$ cat config.mk
export PLATFORM = sky130hd
export DESIGN_NAME = mem_arbiter
export DESIGN_NICKNAME = d
export VERILOG_FILES = /design/src/rtl/mem_arbiter_pkg.sv /design/src/rtl/mem_arbiter.sv
export SDC_FILE = /design/constraint.sdc
export NUM_CORES = 1
export LEC_CHECK = 0
export ABC_AREA = 1
export CAP_MARGIN = 20
export CORE_UTILIZATION = 64
export CTS_CLUSTER_SIZE = 16
export DETAILED_ROUTE_END_ITERATION = 6
export DONT_BUFFER_PORTS = 1
export PLACE_DENSITY = 0.88
export SETUP_SLACK_MARGIN = 0.5
export SLEW_MARGIN = 0
export SYNTH_ARGS = -nofsm -noshare
export SYNTH_HDL_FRONTEND = slang
export SYNTH_SLANG_ARGS = --single-unit
$ cat constraint.sdc
create_clock -name clk -period 2.3 [get_ports clk]
set_clock_uncertainty 0.1 [all_clocks]
set_input_delay 0 -clock clk [delete_from_list [all_inputs] [get_ports clk]]
set_output_delay 0 -clock clk [all_outputs]
set_load 0.02 [all_outputs]
$ cat src/rtl/mem_arbiter_pkg.sv
// Shared types and constants for the single-port SRAM arbiter that merges
// the core's fetch and data ports onto one req/ack bus.
package mem_arbiter_pkg;

    typedef enum logic [1:0] {
        ST_IDLE   = 2'd0,
        ST_D_BUSY = 2'd1,
        ST_I_BUSY = 2'd2
    } arb_state_t;

    localparam int unsigned TIMEOUT_CYC_DEF = 255;
    localparam logic [3:0]  SEL_WORD        = 4'b1111;

endpackage

$ cat src/rtl/mem_arbiter.sv
// Merges instruction fetch and data accesses onto one SRAM bus (data first),
// stalling the core until every access requested this cycle has completed.
module mem_arbiter
    import mem_arbiter_pkg::*;
#(
    parameter int unsigned TIMEOUT_CYC = TIMEOUT_CYC_DEF
) (
    input  logic        clk,
    input  logic        rst,
    input  logic        i_ce,
    input  logic [31:0] i_addr,
    output logic [31:0] i_rdata,
    input  logic        d_ce,
    input  logic        d_we,
    input  logic [31:0] d_addr,
    input  logic [3:0]  d_sel,
    input  logic [31:0] d_wdata,
    output logic [31:0] d_rdata,
    output logic        stall_o,
    output logic        sram_req,
    output logic        sram_we,
    output logic [31:0] sram_addr,
    output logic [3:0]  sram_sel,
    output logic [31:0] sram_wdata,
    input  logic [31:0] sram_rdata,
    input  logic        sram_ack,
    output logic        bus_err
);

    localparam logic [7:0] TIMEOUT_LIMIT = 8'(TIMEOUT_CYC);

    arb_state_t  r_state;
    logic        r_d_done;
    logic        r_i_done;
    logic [7:0]  r_wait_cnt;

    logic        w_d_pend;
    logic        w_i_pend;
    logic        w_release;
    logic        w_ack;
    logic        w_complete;
    logic [31:0] w_rdata;

    assign w_d_pend   = d_ce & ~r_d_done;
    assign w_i_pend   = i_ce & ~r_i_done;
    assign stall_o    = w_d_pend | w_i_pend;
    // The core retires its instruction on this edge; its ce inputs are stale.
    assign w_release  = (r_d_done | r_i_done) & ~stall_o;
    assign w_ack      = sram_req & sram_ack;
    assign w_complete = w_ack | (sram_req & (r_wait_cnt == TIMEOUT_LIMIT));
    assign w_rdata    = w_ack ? sram_rdata : 32'h0;

    // NOTE: all state here uses non-blocking assignments so every branch reads
    // the pre-edge values; blocking writes would make later reads order-dependent.
    always_ff @(posedge clk) begin
        if (!rst) begin
            r_state    <= ST_IDLE;
            r_d_done   <= 1'b0;
            r_i_done   <= 1'b0;
            r_wait_cnt <= 8'h0;
            sram_req   <= 1'b0;
            sram_we    <= 1'b0;
            sram_addr  <= 32'h0;
            sram_sel   <= 4'h0;
            sram_wdata <= 32'h0;
            i_rdata    <= 32'h0;
            d_rdata    <= 32'h0;
            bus_err    <= 1'b0;
        end else begin
            case (r_state)
                ST_IDLE: begin
                    if (w_release) begin
                        r_d_done <= 1'b0;
                        r_i_done <= 1'b0;
                    end else if (w_d_pend) begin
                        sram_req   <= 1'b1;
                        sram_we    <= d_we;
                        sram_addr  <= d_addr;
                        sram_sel   <= d_sel;
                        sram_wdata <= d_wdata;
                        r_wait_cnt <= 8'h0;
                        r_state    <= ST_D_BUSY;
                    end else if (w_i_pend) begin
                        sram_req   <= 1'b1;
                        sram_we    <= 1'b0;
                        sram_addr  <= i_addr;
                        sram_sel   <= SEL_WORD;
                        r_wait_cnt <= 8'h0;
                        r_state    <= ST_I_BUSY;
                    end
                end

                ST_D_BUSY: begin
                    if (w_complete) begin
                        r_d_done <= 1'b1;
                        if (!sram_we)
                            d_rdata <= w_rdata;
                        if (!w_ack)
                            bus_err <= 1'b1;
                        // Chain straight into the fetch without dropping req.
                        if (w_i_pend) begin
                            sram_we    <= 1'b0;
                            sram_addr  <= i_addr;
                            sram_sel   <= SEL_WORD;
                            r_wait_cnt <= 8'h0;
                            r_state    <= ST_I_BUSY;
                        end else begin
                            sram_req <= 1'b0;
                            r_state  <= ST_IDLE;
                        end
                    end else begin
                        r_wait_cnt <= r_wait_cnt + 8'd1;
                    end
                end

                ST_I_BUSY: begin
                    if (w_complete) begin
                        r_i_done <= 1'b1;
                        i_rdata  <= w_rdata;
                        if (!w_ack)
                            bus_err <= 1'b1;
                        if (w_d_pend) begin
                            sram_we    <= d_we;
                            sram_addr  <= d_addr;
                            sram_sel   <= d_sel;
                            sram_wdata <= d_wdata;
                            r_wait_cnt <= 8'h0;
                            r_state    <= ST_D_BUSY;
                        end else begin
                            sram_req <= 1'b0;
                            r_state  <= ST_IDLE;
                        end
                    end else begin
                        r_wait_cnt <= r_wait_cnt + 8'd1;
                    end
                end

                default: begin
                    sram_req <= 1'b0;
                    r_state  <= ST_IDLE;
                end
            endcase
        end
    end

endmodule
==> flow_summary.json, run 1 <==
{
  "io_pins": 274,
  "syn_nets": 1229,
  "yosys_register_bits": 147,
  "initial_core_util": 0.661,
  "syn_avg_cell_area_um2": 6.65,
  "synth-seq-area-share": 0.407,
  "outcome": "stopped before the end",
  "syn_area_um2": 7230,
  "hpwlAfterDp_mm": 12.8,
  "synth_most_common_cell": "nand2_1",
  "die_w_um": 108,
  "ys_warn_count": 0,
  "root_buffer": "clkbuf_16",
  "cts_max_level": 4,
  "synthArstFlopShare": 0,
  "dp.cells": 1180,
  "synthTopCellsByArea": "dfxtp_1, nand2_1, nor2_1",
  "tool.error": "[ERROR GRT-0232] Routing congestion too high. Check the congestion heatmap in the GUI.",
  "lastStage": "global routing",
  "synth_flop_cell": "dfxtp_1",
  "numCtsBuffers": 17,
  "synth_top_cell_by_area": "dfxtp_1",
  "cts_sinks": 147,
  "rows": 38,
  "synth_edf_count": 0,
  "synth_top_area_frac": 0.407,
  "grt_max_degree": 89,
  "synthCells": 1086,
  "clockBufferDepth": 2,
  "numPortBuffers": 0,
  "gr-total-overflow": 1,
  "gp_congestion": 0.850,
  "grt.total_usage": 0.822,
  "dieHeight_um": 108,
  "synthTopCellsByCount": "nand2_1, nor2_1, dfxtp_1",
  "synth_cell_types": 32
}
-- through the flow --
step	worst slack, ns	hold slack [ns]	utilization	area [um^2]
floorplan	0.508	0.0265	-	7230
global placement	0.124	0.0280	0.661	7230
detailed placement	0.0435	0.0352	0.661	7230
CTS	0.474	0.00331	0.856	9360
-- cell families after synthesis --
family | synth area share
AOI/OAI and AO/OA | 0.156
xor gates and xnor gates | 0.00121
adders and majority gates | 0.00866
buffers and inverters | 0.0907
DFF | 0.407
and+or+nand+nor | 0.336
-- routing by layer --
layer / GRT usage / overflow
met1: 0.815 / 0
met2: 0.934 / 0
met3: 0.755 / 0
met4: 0.757 / 1
met5: 0.585 / 0
-- repair_timing --
| item | CTS |
|---|---|
| cloned | 1 |
| hold buffers | 135 |
| setup endpoints to repair | 143 |
| resized for setup | 41 |
| pin swaps | 6 |
| hold endpoints to repair | 147 |
| buffers inserted | 6 |
==> run 2, diff against run 1 <==
--- a/config.mk
+++ b/config.mk
@@ -7,12 +7,10 @@
 export LEC_CHECK = 0
 export ABC_AREA = 1
 export CAP_MARGIN = 20
-export CORE_UTILIZATION = 64
-export CTS_CLUSTER_SIZE = 16
+export CORE_UTILIZATION = 40
 export DETAILED_ROUTE_END_ITERATION = 6
 export DONT_BUFFER_PORTS = 1
-export PLACE_DENSITY = 0.88
-export SETUP_SLACK_MARGIN = 0.5
+export PLACE_DENSITY_LB_ADDON = 0.15
 export SLEW_MARGIN = 0
 export SYNTH_ARGS = -nofsm -noshare
 export SYNTH_HDL_FRONTEND = slang
==> run 2 against run 1 <==
The flow now finishes without violations. Synthesized cell count is the same. Area after synthesis did not move.
==> flow_summary.json, run 2 <==
{
  "hp-class": "primary input to flop",
  "synthTopCellsByArea": "dfxtp_1, nand2_1, nor2_1",
  "setup_viol": 0,
  "nNetsFinal": 1344,
  "crit_slowest_cell": "dfxtp_1",
  "synthCells": 1086,
  "p_leak_nw": 3.93,
  "synth_edf_count": 0,
  "root_buffer": "clkbuf_16",
  "synthTopCellsByCount": "nand2_1, nor2_1, dfxtp_1",
  "wl_per_cell_um": 15.2,
  "grtUsageMet2": 0.381,
  "maxCapViolCount": 0,
  "clockBufferDepth": 2,
  "dieArea_um2": 18600,
  "syn2layout_area_growth_pct": 30.5,
  "power_density_nw_per_um2": 1220,
  "cts_sinks": 147,
  "routed_wl_mm": 21.9,
  "groute.layer.met1.usage": 0.288,
  "postRouteAntennaNets": 0,
  "path_clk_slew_ns": 0.07,
  "numPortBuffers": 0,
  "drt_iter0_drc": 468,
  "nFillCells": 1651,
  "outcome": "finished, final reports clean",
  "rr_startpoint": "r_wait_cnt[0]",
  "gp_congestion": 0.852,
  "numCtsBuffers": 17,
  "worst_setup_path_start_kind": "flop",
  "routed_via_density": 5.08,
  "drc_errors": 0,
  "crit_top_cell": "nand2_4",
  "synth_cell_types": 32,
  "synth_top_cell_by_area": "dfxtp_1",
  "core_area_um2": 17500,
  "first_pass_iters": 5,
  "fin_util": 0.540,
  "synth_flop_cell": "dfxtp_1",
  "rows": 48,
  "rsz0062_at_grt": "false",
  "min_period_ns": 2.05,
  "fmax_ghz": 0.489,
  "most-common-layout-cells": "nand2_1, nor2_1, dfxtp_1",
  "clk_latency_ns": 0.42,
  "hold_violations": 0,
  "grt_pass1_vias": 6830,
  "max_slew.worst_pin.slew_ns": 0.558,
  "final_max_slew_viol_count": 0,
  "grt_max_degree": 89,
  "initial_core_util": 0.413,
  "die_w_um": 136,
  "worstPathCellList": "ha_1 > nand2_2 > nor2_4 > nand2_4 > nand2_4 > nand2_4 > nor2_8 > buf_4 > o21ai_0 > nor2_1",
  "grt-busiest-layer": "met2",
  "slew_headroom": 0.627,
  "hpwlAfterDp_mm": 13.5,
  "met3_usage": 0.0675,
  "cts_tree": "built",
  "fin_cells": 1439,
  "crit_type": "flop to flop",
  "layout-drive-gt1-share": 0.0890,
  "grt_antenna_before_repair": 0,
  "vias": 7307,
  "whs_ns": 0.0122,
  "synth_top_area_frac": 0.407,
  "ir_worst_vdd_mv": 0.643,
  "worstPathArrival_ns": 2.31,
  "yosys_register_bits": 147,
  "grt_pass1_wl_mm": 34.3,
  "critical_path.reg2reg.endpoint": "d_rdata[14]",
  "reg2reg_depth": 10,
  "io_pins": 274,
  "period_share": 0.890,
  "synth-seq-area-share": 0.407,
  "worstPathRequired_ns": 2.56,
  "crit_end": "d_rdata[14]",
  "critPathLaunch": "r_wait_cnt[0]",
  "synth_most_common_cell": "nand2_1",
  "gr-total-overflow": 0,
  "syn_area_um2": 7230,
  "reg2reg_setup_slack_ns": 0.25,
  "fin_setup_tns_ns": 0,
  "num_antenna_cells": 0,
  "post-cts-setup-buffer-count": 0,
  "syn_avg_cell_area_um2": 6.65,
  "dieHeight_um": 136,
  "syn_nets": 1229,
  "path_max_fanout": 20,
  "synthArstFlopShare": 0,
  "cts_max_level": 4,
  "layout_commonest_cell": "nand2_1",
  "crit_path_end_kind": "flop",
  "max_stage_delay_ns": 0.41,
  "dp.cells": 1266,
  "grt.total_usage": 0.232,
  "ys_warn_count": 0
}
[run 2: cell counts after synthesis]
Identical to the previous run, type by type.
[run 2: worst min-delay path by stage]
stage	from	to	slack, ns	depth (start not counted)
floorplan	sram_rdata[11]	d_rdata[11]	0.03	2
global placement	sram_rdata[7]	d_rdata[7]	0.03	2
detailed placement	rst	sram_wdata[11]	0.04	2
CTS	i_addr[19]	sram_addr[19]	0.009	5
global route	i_addr[19]	sram_addr[19]	0.06	5
finish	i_addr[19]	sram_addr[19]	0.01	5
[run 2: logic make-up (layout without fill, tap and decap cells)]
logic type	Yosys count	after routing	share of synthesized area
AO/OA/AOI/OAI	216	216	0.156
XOR/XNOR	1	1	0.00121
adder cells (fa/ha/maj)	5	5	0.00866
buffers and inverters	142	270	0.0907
flip-flops	147	147	0.407
AND/OR/NAND/NOR	575	575	0.336
[run 2: report_power, final]
part	leakage, nW	switching [mW]	internal, mW
clock	0.304	1.24	1.66
combinational	2.43	2.73	1.54
sequential	1.20	1.16	3.15
total	3.93	5.13	6.35
[run 2: layout make-up]
| cell class | count | area, um^2 | area share |
|---|---|---|---|
| Inverter | 69 | 262 | 0.0277 |
| Timing Repair Buffer | 169 | 1700 | 0.180 |
| Clock inverter | 15 | 188 | 0.0199 |
| Sequential cell | 147 | 2940 | 0.312 |
| Tap cell | 225 | 282 | 0.0298 |
| Multi-Input combinational cell | 797 | 3630 | 0.385 |
| Clock buffer | 17 | 425 | 0.0451 |
[run 2: per-stage QoR]
| stage | total power, mW | cell area, um^2 | setup WS, ns |
|---|---|---|---|
| floorplan | 7.39 | 7230 | 0.409 |
| global placement | 8.35 | 7390 | 0.134 |
| detailed placement | 8.36 | 7390 | 0.145 |
| CTS | 11.5 | 9430 | 0.130 |
| finish | 11.5 | 9430 | 0.254 |
| global route | 12.3 | 9430 | 0.0802 |
[run 2: repair_timing]
item | in CTS | in global routing
setup endpoints to repair | 0 | 10
endpoints found under the hold margin | 147 | 0
hold buffers | 141 | 0
gates resized for setup | 0 | 1
[run 2: per-layer routing]
metal / wire length (um) / share of wire / vias up
met4: 346 / 0.016 / 0
met3: 1540 / 0.070 / 24
li1: - / - / 3729
met5: 0 / 0 / -
met1: 9620 / 0.44 / 3316
met2: 10400 / 0.48 / 238
[run 2: critical path: cells and delay by family (launching register included)]
kind	cells	cell delay [ns]
AOI/OAI and AO/OA	1	0.11
adders and majority gates	1	0.21
buffers and inverters	1	0.26
DFF	1	0.41
and+or+nand+nor	7	0.89
(Power assumes the default switching activity.)
==> run 3, diff against run 2 <==
==> constraint.sdc (replaced) <==
create_clock -name clk -period 2.3 [get_ports clk]
set_clock_uncertainty 0.1 [all_clocks]
set_input_delay 0.115 -clock clk [delete_from_list [all_inputs] [get_ports clk]]
set_output_delay 0.115 -clock clk [all_outputs]
set_load 0.02 [all_outputs]
==> run 3 against run 2 <==
Worst setup slack got worse by 0.059 ns. Wire length fell by 1.4%. Sequential share of layout area rose by 0.83 points. Fmax fell by 2.8%. Critical path type unchanged. Largest power group unchanged.
==> flow_summary.json, run 3 (synthesis gave the netlist of run 2 again) <==
{
  "outcome": "finished, final reports clean",
  "cts_sinks": 147,
  "clk_latency_ns": 0.42,
  "critPathBufInv": 3,
  "worst_hold_path.endpoint": "sram_addr[20]",
  "slew_headroom": 0.634,
  "maxCapViolCount": 0,
  "reg2reg_depth": 8,
  "dieArea_um2": 18600,
  "hold_violations": 0,
  "wl_per_cell_um": 15.3,
  "ir_worst_vdd_mv": 0.693,
  "fin_cells": 1416,
  "dp.cells": 1267,
  "hold_depth": 6,
  "critical_path.reg2reg.endpoint": "sram_wdata[4]",
  "fmax_ghz": 0.475,
  "grt_pass1_vias": 6523,
  "postRouteAntennaNets": 0,
  "numCtsBuffers": 17,
  "path_clk_slew_ns": 0.07,
  "initial_core_util": 0.413,
  "crit_type": "flop to flop",
  "grt_max_degree": 89,
  "worstHoldStart": "i_addr[20]",
  "vias": 7260,
  "crit_family": "buffers and inverters",
  "dieHeight_um": 136,
  "dp_worst_setup_slack_ns": 0.128,
  "period_share": 0.915,
  "num_antenna_cells": 0,
  "fin_setup_tns_ns": 0,
  "setup_ws_ns": 0.194,
  "grt_antenna_before_repair": 0,
  "reg2reg_setup_slack_ns": 0.19,
  "crit_top_cell": "buf_4",
  "numPortBuffers": 0,
  "layout-drive-gt1-share": 0.0915,
  "routed_via_density": 5.13,
  "rsz0062_at_grt": "false",
  "die_w_um": 136,
  "core_area_um2": 17500,
  "first_pass_iters": 5,
  "hp-class": "primary input to flop",
  "routed_wl_mm": 21.6,
  "setup_viol": 0,
  "worstPathRequired_ns": 2.55,
  "drc_errors": 0,
  "worstPathArrival_ns": 2.36,
  "nFillCells": 1699,
  "final_max_slew_viol_count": 0,
  "rows": 48,
  "p_leak_nw": 3.82,
  "rr_startpoint": "r_state[0]",
  "gp_congestion": 0.824,
  "crit_slowest_cell": "buf_4",
  "most-common-layout-cells": "nand2_1, nor2_1, dfxtp_1",
  "grt.total_usage": 0.225,
  "min_period_ns": 2.11,
  "drt_iter0_drc": 472,
  "cp_num_cells": 8,
  "grt_pass1_wl_mm": 33.2,
  "hpwlAfterDp_mm": 13.4,
  "cts_tree": "built",
  "clockBufferDepth": 2,
  "syn2layout_area_growth_pct": 27.2,
  "cts_max_level": 4,
  "nNetsFinal": 1321,
  "layout_commonest_cell": "nand2_1",
  "worstPathCellList": "inv_1 > ha_2 > buf_4 > nand3_2 > nand2_1 > buf_4 > o21ai_0 > nor2_1",
  "fin_util": 0.526,
  "crit_path_end_kind": "flop",
  "max_stage_delay_ns": 0.35,
  "gr-total-overflow": 0,
  "post-cts-setup-buffer-count": 0,
  "worst_setup_path_start_kind": "flop",
  "root_buffer": "clkbuf_16",
  "io_pins": 274,
  "path_max_fanout": 32,
  "max_slew.worst_pin.slew_ns": 0.548,
  "power_density_nw_per_um2": 1240
}
-- run 3: changes by cell type in the layout (fill, tap and decap cells not counted) --
| cell | previous run | this run |
|---|---|---|
| buf_12 | 5 | 4 |
| buf_4 | 23 | 25 |
| clkinvlp_4 | 0 | 1 |
| dlygate4sd3_1 | 140 | 116 |
| inv_6 | 5 | 3 |
| inv_8 | 4 | 5 |
-- run 3: repair_timing --
action / in CTS / in global routing
gates resized for setup: 0 / 1
hold endpoints to repair: 147 / 0
hold buffers: 117 / 0
setup endpoints to repair: 0 / 13
-- run 3: cell type report --
cell class | count | area [um^2] | share of cell area
flip-flops and latches | 147 | 2940 | 0.320
well taps | 225 | 282 | 0.0306
inverters | 69 | 262 | 0.0285
clock buffers | 17 | 425 | 0.0463
repair buffers | 146 | 1460 | 0.158
multi-input cells | 797 | 3630 | 0.395
clock inverters | 15 | 189 | 0.0206
-- run 3: layer usage --
layer / GRT usage / wire length, um
met3: 0.0623 / 1520
met5: 0 / 0
met1: 0.289 / 9580
met4: 0.0815 / 358
met2: 0.359 / 10200
-- run 3: report_power, final --
part	leakage, nW	internal, mW	switching (mW)
sequential	1.20	3.15	1.16
clock	0.301	1.66	1.24
combinational	2.32	1.50	2.71
total	3.82	6.31	5.10
-- run 3: worst max path at each step --
stage | start | to | slack [ns]
floorplan | r_state[0] | r_wait_cnt[7] | 0.41
global placement | r_state[0] | sram_addr[12] | 0.13
detailed placement | r_state[0] | sram_addr[15] | 0.13
CTS | r_state[0] | sram_addr[15] | 0.13
global route | r_state[0] | sram_wdata[4] | 0.02
finish | r_state[0] | sram_wdata[4] | 0.19
-- run 3: metrics by stage --
step           cell area (um^2)  power [mW]  hold slack, ns
6_report                   9190        11.4          0.0119
5_1_grt                    9190        12.2          0.0897
4_1_cts                    9190        11.5         0.00113
3_5_place_dp               7380        8.33           0.151
3_3_place_gp               7380        8.34           0.144
2_1_floorplan              7230        7.39           0.142
-- run 3: worst reg2reg max path, delay by kind of cell (launching register included) --
family | cells | cell delay (ns)
AOI/OAI and AO/OA | 1 | 0.15
adders and majority gates | 1 | 0.23
buffers and inverters | 3 | 0.75
DFF | 1 | 0.33
and+or+nand+nor | 3 | 0.48
==> run 4, diff against run 3 <==
--- a/config.mk
+++ b/config.mk
@@ -11,6 +11,7 @@
 export DETAILED_ROUTE_END_ITERATION = 6
 export DONT_BUFFER_PORTS = 1
 export PLACE_DENSITY_LB_ADDON = 0.15
+export REMOVE_ABC_BUFFERS = 1
 export SLEW_MARGIN = 0
 export SYNTH_ARGS = -nofsm -noshare
 export SYNTH_HDL_FRONTEND = slang
==> run 4 against run 3 <==
Critical path depth rose by 1. Total power down 1.3%. Wire length down 1.3%. Final area decreased by 0.39%. Worst hold slack improved by 0.0023 ns. Cell count is essentially flat. Register-to-register slack better by 0.02 ns. Largest cell class unchanged. Highest routed layer unchanged.
==> flow_summary.json, run 4 (synthesis gave the netlist of run 2 again) <==
{
  "first_pass_iters": 7,
  "hp-class": "primary input to flop",
  "numPortBuffers": 0,
  "numCtsBuffers": 17,
  "period_share": 0.909,
  "io_pins": 274,
  "grt_max_degree": 88,
  "nNetsFinal": 1320,
  "max_slew.worst_pin.slew_ns": 0.584,
  "p_leak_nw": 3.80,
  "reg2reg_setup_slack_ns": 0.21,
  "clockBufferDepth": 2,
  "drc_errors": 0,
  "drt_iter0_drc": 462,
  "power_mw": 11.3,
  "critPathBufInv": 1,
  "cts_sinks": 147,
  "gr-total-overflow": 0,
  "syn2layout_area_growth_pct": 26.7,
  "dieArea_um2": 18600,
  "root_buffer": "clkbuf_16",
  "worstPathCellList": "inv_1 > ha_1 > nand3_1 > o21ai_1 > nor2_1 > nand2_8 > nand2_1 > nand2_1 > nor2_1",
  "gp_congestion": 0.811,
  "cts_max_level": 4,
  "crit_family": "simple AND/OR/NAND/NOR gates",
  "critPathLaunch": "r_state[0]",
  "worstPathRequired_ns": 2.56,
  "postRouteAntennaNets": 0,
  "dieHeight_um": 136,
  "worst_setup_path_start_kind": "flop",
  "dpl_cell_area_um2": 7340,
  "crit_slowest_cell": "dfxtp_1",
  "most-common-layout-cells": "nand2_1, nor2_1, dfxtp_1",
  "clk_latency_ns": 0.42,
  "crit_end": "sram_addr[28]",
  "routed_via_density": 5.11,
  "hold_violations": 0,
  "maxCapViolCount": 0,
  "grt_pass1_vias": 6750,
  "whs_ns": 0.0142,
  "slew_headroom": 0.610,
  "fmax_ghz": 0.478,
  "core_area_um2": 17500,
  "fin_setup_tns_ns": 0,
  "cp_num_cells": 9,
  "path_max_fanout": 55,
  "vias": 7232,
  "layout_commonest_cell": "nand2_1",
  "layout-drive-gt1-share": 0.0908,
  "reg2reg_depth": 9,
  "setup_viol": 0,
  "path_clk_slew_ns": 0.07,
  "final_max_slew_viol_count": 0,
  "power_density_nw_per_um2": 1230,
  "max_stage_delay_ns": 0.39,
  "final_area_um2": 9150,
  "crit_path_end_kind": "flop",
  "grt_antenna_before_repair": 0,
  "worstPathArrival_ns": 2.35,
  "rows": 48,
  "min_period_ns": 2.09,
  "initial_core_util": 0.413,
  "die_w_um": 136,
  "nFillCells": 1703,
  "outcome": "finished, final reports clean",
  "routed_wl_mm": 21.3,
  "rr_startpoint": "r_state[0]",
  "num_antenna_cells": 0,
  "crit_type": "flop to flop",
  "critical_path.reg2reg.endpoint": "sram_addr[28]",
  "fin_util": 0.524,
  "wl_per_cell_um": 15.1,
  "ir_worst_vdd_mv": 0.881,
  "grt_pass1_wl_mm": 33.8,
  "cts_tree": "built",
  "grt.total_usage": 0.227,
  "hpwlAfterDp_mm": 13.4
}
[run 4: worst min-delay path by stage]
stage	start	endpoint	cells after the start
after floorplan	rst	bus_err	1
final	i_addr[23]	sram_addr[23]	6
after global routing	i_addr[31]	sram_addr[31]	6
after CTS	i_addr[5]	sram_addr[5]	6
after global placement	sram_rdata[9]	d_rdata[9]	2
after detailed placement	sram_rdata[9]	d_rdata[9]	2
[run 4: tightest hold or removal path: cells and delay by family]
kind	cells	cell delay, ns
AND/OR/NAND/NOR	5	0.28
AO/OA/AOI/OAI	1	0.10
[run 4: cell type report]
cell class              count  area [um^2]  share of cell area
multi-input cells         797         3640               0.398
inverters                  69          262              0.0286
repair buffers            145         1430               0.156
clock inverters            14          158              0.0172
flip-flops and latches    147         2940               0.322
well taps                 225          282              0.0308
clock buffers              18          439              0.0480
[run 4: per-layer routing]
layer  up-vias  global-route usage  share of wire
met2       223               0.376           0.47
li1       3688                   -              -
met5         -                   0              0
met3        13              0.0682          0.075
met1      3308               0.285           0.44
met4         0              0.0586         0.0082
[run 4: through the flow]
stage	setup WS (ns)	std cells
2_1_floorplan	-0.809	1013
3_3_place_gp	0.0986	1265
3_5_place_dp	0.0106	1265
4_1_cts	0.132	1413
5_1_grt	-0.0113	1415
6_report	0.210	1415
[run 4: repair_timing]
item,in CTS,in global routing
hold buffers,116,0
gates cloned,0,0
pin swaps,0,1
setup buffers,0,2
gates resized for setup,1,3
endpoints found under the hold margin,142,0
endpoints found under the setup margin,1,15
[run 4: power by group]
| group | switching [mW] | internal, mW |
|---|---|---|
| Combinational | 2.74 | 1.44 |
| Clock | 1.23 | 1.58 |
| Sequential | 1.12 | 3.15 |
